--- src/rtl/uart_tx_hs.sv ---
// Byte-per-handshake UART transmitter: 8N1, or 8E1 when UART_PARITY_EN is defined.
// s_req/s_ack four-phase handshake; tx, s_ack and busy are all registered.
module uart_tx_hs #(
   parameter int CLKS_PER_BIT = 434
) (
   input  logic       clk,
   input  logic       rst_n,
   input  logic       s_req,
   input  logic [7:0] s_data,
   output logic       s_ack,
   output logic       tx,
   output logic       busy
);

   localparam int CW = (CLKS_PER_BIT > 1) ? $clog2(CLKS_PER_BIT) : 1;
   localparam logic [CW-1:0] CNT_LAST = CW'(CLKS_PER_BIT - 1);

`ifdef UART_PARITY_EN
   typedef enum logic [2:0] {IDLE, START, DATA, PARITY, STOP, ACK_HI} state_t;
`else
   typedef enum logic [2:0] {IDLE, START, DATA, STOP, ACK_HI} state_t;
`endif

   state_t          state_q, state_d;
   logic [CW-1:0]   cnt_q, cnt_d;
   logic [2:0]      idx_q, idx_d;
   logic [7:0]      data_q, data_d;
   logic            tx_q, tx_d;
   logic            ack_q, ack_d;
   logic            busy_q, busy_d;
   logic            bit_end;

   always_ff @(posedge clk) begin
      if (!rst_n) begin
         state_q <= IDLE;
         cnt_q   <= '0;
         idx_q   <= '0;
         data_q  <= '0;
         tx_q    <= 1'b1;
         ack_q   <= 1'b0;
         busy_q  <= 1'b0;
      end else begin
         state_q <= state_d;
         cnt_q   <= cnt_d;
         idx_q   <= idx_d;
         data_q  <= data_d;
         tx_q    <= tx_d;
         ack_q   <= ack_d;
         busy_q  <= busy_d;
      end
   end

   always_comb begin
      state_d = state_q;
      cnt_d   = cnt_q;
      idx_d   = idx_q;
      data_d  = data_q;
      tx_d    = tx_q;
      ack_d   = ack_q;
      busy_d  = busy_q;
      bit_end = (cnt_q == CNT_LAST);

      case (state_q)
         IDLE: begin
            tx_d  = 1'b1;
            ack_d = 1'b0;
            if (s_req) begin
               data_d  = s_data;
               tx_d    = 1'b0;
               busy_d  = 1'b1;
               cnt_d   = '0;
               idx_d   = '0;
               state_d = START;
            end
         end
         START: begin
            if (bit_end) begin
               cnt_d   = '0;
               tx_d    = data_q[0];
               state_d = DATA;
            end else begin
               cnt_d = cnt_q + CW'(1);
            end
         end
         DATA: begin
            if (bit_end) begin
               cnt_d = '0;
               idx_d = idx_q + 3'd1;
               // index wraps 7 -> 0 as the last data bit finishes
               if (idx_q == 3'd7) begin
`ifdef UART_PARITY_EN
                  tx_d    = ^data_q;
                  state_d = PARITY;
`else
                  tx_d    = 1'b1;
                  state_d = STOP;
`endif
               end else begin
                  tx_d = data_q[idx_d];
               end
            end else begin
               cnt_d = cnt_q + CW'(1);
            end
         end
`ifdef UART_PARITY_EN
         PARITY: begin
            if (bit_end) begin
               cnt_d   = '0;
               tx_d    = 1'b1;
               state_d = STOP;
            end else begin
               cnt_d = cnt_q + CW'(1);
            end
         end
`endif
         STOP: begin
            if (bit_end) begin
               cnt_d   = '0;
               ack_d   = 1'b1;
               state_d = ACK_HI;
            end else begin
               cnt_d = cnt_q + CW'(1);
            end
         end
         ACK_HI: begin
            tx_d = 1'b1;
            if (!s_req) begin
               ack_d   = 1'b0;
               busy_d  = 1'b0;
               state_d = IDLE;
            end
         end
         default: begin
            tx_d    = 1'b1;
            ack_d   = 1'b0;
            busy_d  = 1'b0;
            state_d = IDLE;
         end
      endcase
   end

   assign tx    = tx_q;
   assign s_ack = ack_q;
   assign busy  = busy_q;

endmodule
--- config.mk ---
export PLATFORM = sky130hd
export DESIGN_NAME = uart_tx_hs
export DESIGN_NICKNAME = d
export VERILOG_FILES = /design/src/rtl/uart_tx_hs.sv
export SDC_FILE = /design/constraint.sdc
export NUM_CORES = 1
export LEC_CHECK = 0
export CORE_ASPECT_RATIO = 0.75
export CORE_MARGIN = 2
export CORE_UTILIZATION = 40
export CTS_CLUSTER_DIAMETER = 50
export CTS_CLUSTER_SIZE = 16
export DETAILED_ROUTE_END_ITERATION = 7
export GPL_ROUTABILITY_DRIVEN = 1
export GPL_TIMING_DRIVEN = 0
export PLACE_DENSITY = 0.71
export SETUP_SLACK_MARGIN = 0.5
export SLEW_MARGIN = 20
export SYNTH_ARGS = -nofsm -noshare
export SYNTH_HDL_FRONTEND = slang
export SYNTH_SLANG_ARGS = --single-unit
--- constraint.sdc ---
create_clock -name clk -period 6.5 [get_ports clk]
set_input_delay 0.65 -clock clk [delete_from_list [all_inputs] [get_ports clk]]
set_output_delay 0.65 -clock clk [all_outputs]
set_load 0.05 [all_outputs]
After elaboration in Yosys (flattened, before gate mapping)
Index checks and enable logic that the tools add are counted.

storage, ports and cells
  logic and storage cells = 62
  input port bits = 11
  register bits after elaboration = 26
  output and inout port bits = 3

cells by class
  bitwise logic cells = 3
  order comparisons = 1
  add/sub/neg operators = 2
  reductions and logical operators = 12
  multiplexer cells = 25
  eq/ne operators = 12

operators with widths
  cell                   count
  $mux W3                8
  $mux W9                2
  $pmux W9 S2            1
  $pmux W3 S5            1
  $ne A2 B2 Y1 const B   6
  $reduce_and A3 Y1      4
  $add A9 B1 Y9 const B  1
  $eq A9 B9 Y1 const B   1
  $mux W1                8
  $eq A3 B2 Y1 const B   2
  $eq A3 B3 Y1 const B   2
  $pmux W1 S3            2
  $pmux W3 S2            1
  $reduce_and A6 Y1      1
  $lt A3 B4 Y1 const B   1
  $pmux W1 S4            1
  $reduce_and A2 Y1      2
  $reduce_bool A2 Y1     2
  $add A3 B1 Y3 const B  1
  $bmux W1 S3            1
  $eq A3 B1 Y1 const B   1
  $logic_not A3 Y1       1
  $not A1 Y1             3
  $reduce_or A3 Y1       1
  $reduce_or A2 Y1       1

Logic depth before layout (Yosys ltp)
  depth in word-level cells = 6
  depth in mapped cells = 7
  gate-level depth less buffers = 6

Worst setup path before layout
No wires, ideal clock.

  path kind = reg-to-reg
  start = register idx_q[0]
  end = register tx_q (netlist: tx)
  cell stages (with the launch flop) = 7
  arrival = 1.953 ns
  library setup time = 0.125 ns
  path buffers = 0
  slack = 4.422 ns
  required time = 6.375 ns
  period minus slack after synthesis = 2.078 ns
  cells stage by stage = dfxtp_1 -> ha_1 -> ha_1 -> mux2_2 -> mux4_2 -> o31ai_1 -> mux2i_1

between the ends
  longest elaborated chain between the ends = 6
  elaborated cells between the ends (all ways) = 7
  those cells by class = 1 x add/sub; 1 x eq/ne; 5 x mux

RTL lines
  what                           line  RTL
  start: declaration             26    logic [2:0] idx_q, idx_d;
  start signal: assignment       45    idx_q <= idx_d;
  $add A3 B1 Y3                  88    idx_d = idx_q + 3'd1;
  $bmux W1 S3                    99    tx_d = data_q[idx_d];
  $mux W1 (implied by the code)  99
  $mux W1 *                      90    if (idx_q == 3'd7) begin
  $mux W1 *                      86    if (bit_end) begin
  $pmux W1 S4 *                  63    case (state_q)
  end signal: assignment         47    tx_q <= tx_d;
  end: declaration               28    logic tx_q, tx_d;

Mark *: on every way between the ends. The rest lies on a longest branch, timed or not. The select of a mux whose other input is x is not followed.
A chain may end at the register's enable or synchronous reset.

Worst setup path in the final report
  start = input s_req
  end = register cnt_q[5]

between the ends
  longest elaborated chain between the ends = 2

RTL lines
  what                                line  RTL
  start: declaration                  8     input logic s_req,
  $ne A2 B2 Y1 (no source line)       -
  $reduce_and A2 Y1 (no source line)  -
  end signal: assignment              44    cnt_q <= cnt_d;
  end: declaration                    25    logic [CW-1:0] cnt_q, cnt_d;

Every way passes these cells.

==> summary.md <==
| Metric | Value |
|---|---|
| Drc violations | 0 |
| Largest net degree at the start of global routing | 15 |
| Syn_area_per_cell | 9.103 um2 |
| Remaining Overflow, GRT | 0 |
| Antenna cell count | 0 |
| Startpoint of the worst register-to-register path | idx_q[0]$_SDFFE_PN0P_ |
| Vias | 1,184 |
| Via density | 5.585 |
| Setup Skew | 0.006276 ns |
| Die span in x | 72.80 um |
| WS Path Type | primary input to flip-flop |
| Overall routing resource usage | 16.26% |
| Core Area | 3333 um2 |
| Clock sink total | 26 |
| Site row count | 18 |
| Sequential area share after synthesis | 36.65% |
| Detailed placement HPWL | 2148 um |
| Placed Cells | 208 |
| Overall Power | 315.8 uW |
| Worst reg2reg path endpoint | tx$_SDFFE_PN1P_ |
| Launch point of the critical path | s_req |
| Crit start category | primary input |
| Flop2flop setup slack | 4.22 ns |
| Synth top area share | 36.65% |
| Top-count cell post-synth | dfxtp_1 |
| Drt wl/cell | 13.50 um |
| VDD IR max | 0.1021 mV |
| Commonest cells post-synth | dfxtp_1, nand2_1, a21boi_0 |
| Final Max Tran Viols | 0 |
| Port bufs | 12 |
| Finished Layout Cells | 212 |
| Setup crit end | cnt_q[5]$_SDFFE_PN0P_ |
| Fillers | 308 |
| Yosys Warn Count | 0 |
| Gpl congestion | 0.8174 |
| CTS tree | done |
| H-tree depth | 1 |
| Reg clk slew, reported paths | 0.08 ns |
| Critical path cell sequence | clkdlybuf4s50_1 -> or4b_1 -> buf_2 -> a2111oi_4 -> xnor2_1 -> nor2_1 |
| Cts bufs inserted | 3 |
| DR pass1 iterations | 4 |
| Area grow syn2layout | 15.86% |
| Critical path depth | 6 |
| First-pass GRT wire length | 5195 um |
| CP endpoint kind | flip-flop |
| Area contributors post-synth | dfxtp_1, a21boi_0, nand2_1, a2111oi_4, o211ai_1 |
| Resized cells post-CTS | 0 |
| Slowest stage delay, CP | 0.59 ns |
| Fin crit period | 2.315 ns |
| Max clock buf depth | 2 |
| Final worst-path cycle share | 35.61% |
| CP Data Arrival Time | 2.47 ns |
| Slowest cell on crit path | clkdlybuf4s50_1 |
| Routed WL | 2861 um |
| Final nets | 188 |
| Ports | 14 |
| Worst-Margin Slew | 0.5124 ns |
| Starting density of the core | 42.61% |
| Initial antenna violation count | 0 |
| Share of layout cells above drive strength 1 | 12.21% |
| Clock Tree Root | clkbuf_8 |
| Crit path max-delay family | buffers and inverters |
| Syn nets | 171 |
| Post-Syn Instances | 156 |
| Maxcap violations | 0 |
| Top_reg_cell synth | dfxtp_1 |
| # hold bufs at CTS | 0 |
| Final Hold Fails | 0 |
| Critical Path Fanout Max | 9 |
| Power Density | 191.9 nW/um2 |
| Routed Antenna Nets | 0 |
| Crit path buffers/inverters | 2 |
| R2r worst-path depth | 6 |
| Peak Freq | 0.4320 GHz |
| Clock Latency Late Sink | 0.27 ns |
| Yosys cell types | 44 |
| Leak | 0.5615 nW |
| Final design utilization | 49.36% |
| Worst slew margin | 65.82% |
| Largest area contributor in the netlist | dfxtp_1 |
| Status | finished, final reports clean |
| Die height | 55.60 um |
| Initial drt markers | 95 |
| Async set or reset register ratio after synthesis | 0% |
| Vias in the first global route | 1,141 |
| Setup violators final | 0 |
| RSZ-0062 raised after global routing | false |
| Post CTS Setup Buffer Count | 0 |
| Setup tns final | 0 ns |
| Die area | 4048 um2 |
| Post-synth EDFFs | 0 |
| Mapped cell area | 1420 um2 |
| Worst path required time | 6.66 ns |
| Synth Register Bits | 26 |
| Hold WC Path Type | flip-flop to flip-flop |
-- cell usage in the layout (no fill, tap or decap), drive strengths merged, types with 2 or more instances in the layout --
master / instances
clkbuf: 10
or3: 4
nand2b: 2
o211ai: 8
nand2: 21
nand4: 2
buf: 3
dfxtp: 26
ha: 4
clkdlybuf4s50: 12
and2: 2
nand3: 5
mux2: 4
a2111oi: 2
nor2: 10
a21boi: 12
xnor2: 5
inv: 3
xor2: 2
a21oi: 3
o31ai: 3
o21ai: 6
o21a: 2
and3: 2
-- metrics by stage --
step                worst slack [ns]  instance area (um2)  hold slack (ns)
floorplan                      4.422                 1420           0.4400
global placement               3.929                 1590           0.4491
detailed placement             3.912                 1590           0.4585
CTS                            4.194                 1645           0.4722
global route                   4.116                 1645           0.4984
finish                         4.185                 1645           0.4690
-- cell type report --
| type | instances | area, um2 | area share, % |
|---|---|---|---|
| multi-input cells | 118 | 850.8 | 51.71 |
| well taps | 40 | 50.05 | 3.042 |
| repair buffers | 12 | 120.1 | 7.300 |
| clock buffers | 4 | 55.05 | 3.346 |
| plain buffers | 9 | 37.54 | 2.281 |
| flip-flops and latches | 26 | 520.5 | 31.63 |
| inverters | 3 | 11.26 | 0.6844 |
-- power by group --
group / switching [mW] / internal (mW) / leakage [nW]
clock: 0.0505 / 0.0542 / 0.0288
combinational: 0.0240 / 0.0187 / 0.321
sequential: 0.00362 / 0.165 / 0.212
total: 0.0781 / 0.238 / 0.561
-- worst min-delay path, stage by stage, from the launching register on --
cell and delay, ns:
dfxtp_1 0.31, nand2_1 0.05, a21boi_0 0.06
-- registers in the layout, summed over array words and instances, names as in the netlist --
signal,cells
s_ack,1
cnt_q,9
data_q,8
state_q,3
idx_q,3
busy,1
tx,1
-- worst min-delay path by stage --
stage | startpoint | cells past startpoint | to | slack [ns]
2_1_floorplan | data_q[7]$_SDFFE_PN0P_ | 2 | data_q[7]$_SDFFE_PN0P_ | 0.44
3_3_place_gp | data_q[6]$_SDFFE_PN0P_ | 2 | data_q[6]$_SDFFE_PN0P_ | 0.45
3_5_place_dp | data_q[3]$_SDFFE_PN0P_ | 2 | data_q[3]$_SDFFE_PN0P_ | 0.46
4_1_cts | data_q[3]$_SDFFE_PN0P_ | 2 | data_q[3]$_SDFFE_PN0P_ | 0.47
5_1_grt | data_q[5]$_SDFFE_PN0P_ | 2 | data_q[5]$_SDFFE_PN0P_ | 0.50
6_report | data_q[2]$_SDFFE_PN0P_ | 2 | data_q[2]$_SDFFE_PN0P_ | 0.47
-- cell families after synthesis --
kind of cell    share of synthesized area (%)
xor+xnor                                4.317
mux                                     5.462
fa+ha+maj                               4.317
simple gates                            20.00
buf+inv                                 3.436
flops                                   36.65
compound gates                          25.81
-- per-layer routing --
layer	track usage, %	vias to the layer above	wire length (um)
li1	-	598	-
met1	21.89	553	1420
met2	25.32	31	1292
met3	4.529	2	138
met4	4.762	0	9
met5	0	-	0
No activity file was read; power rests on OpenSTA's default activity.
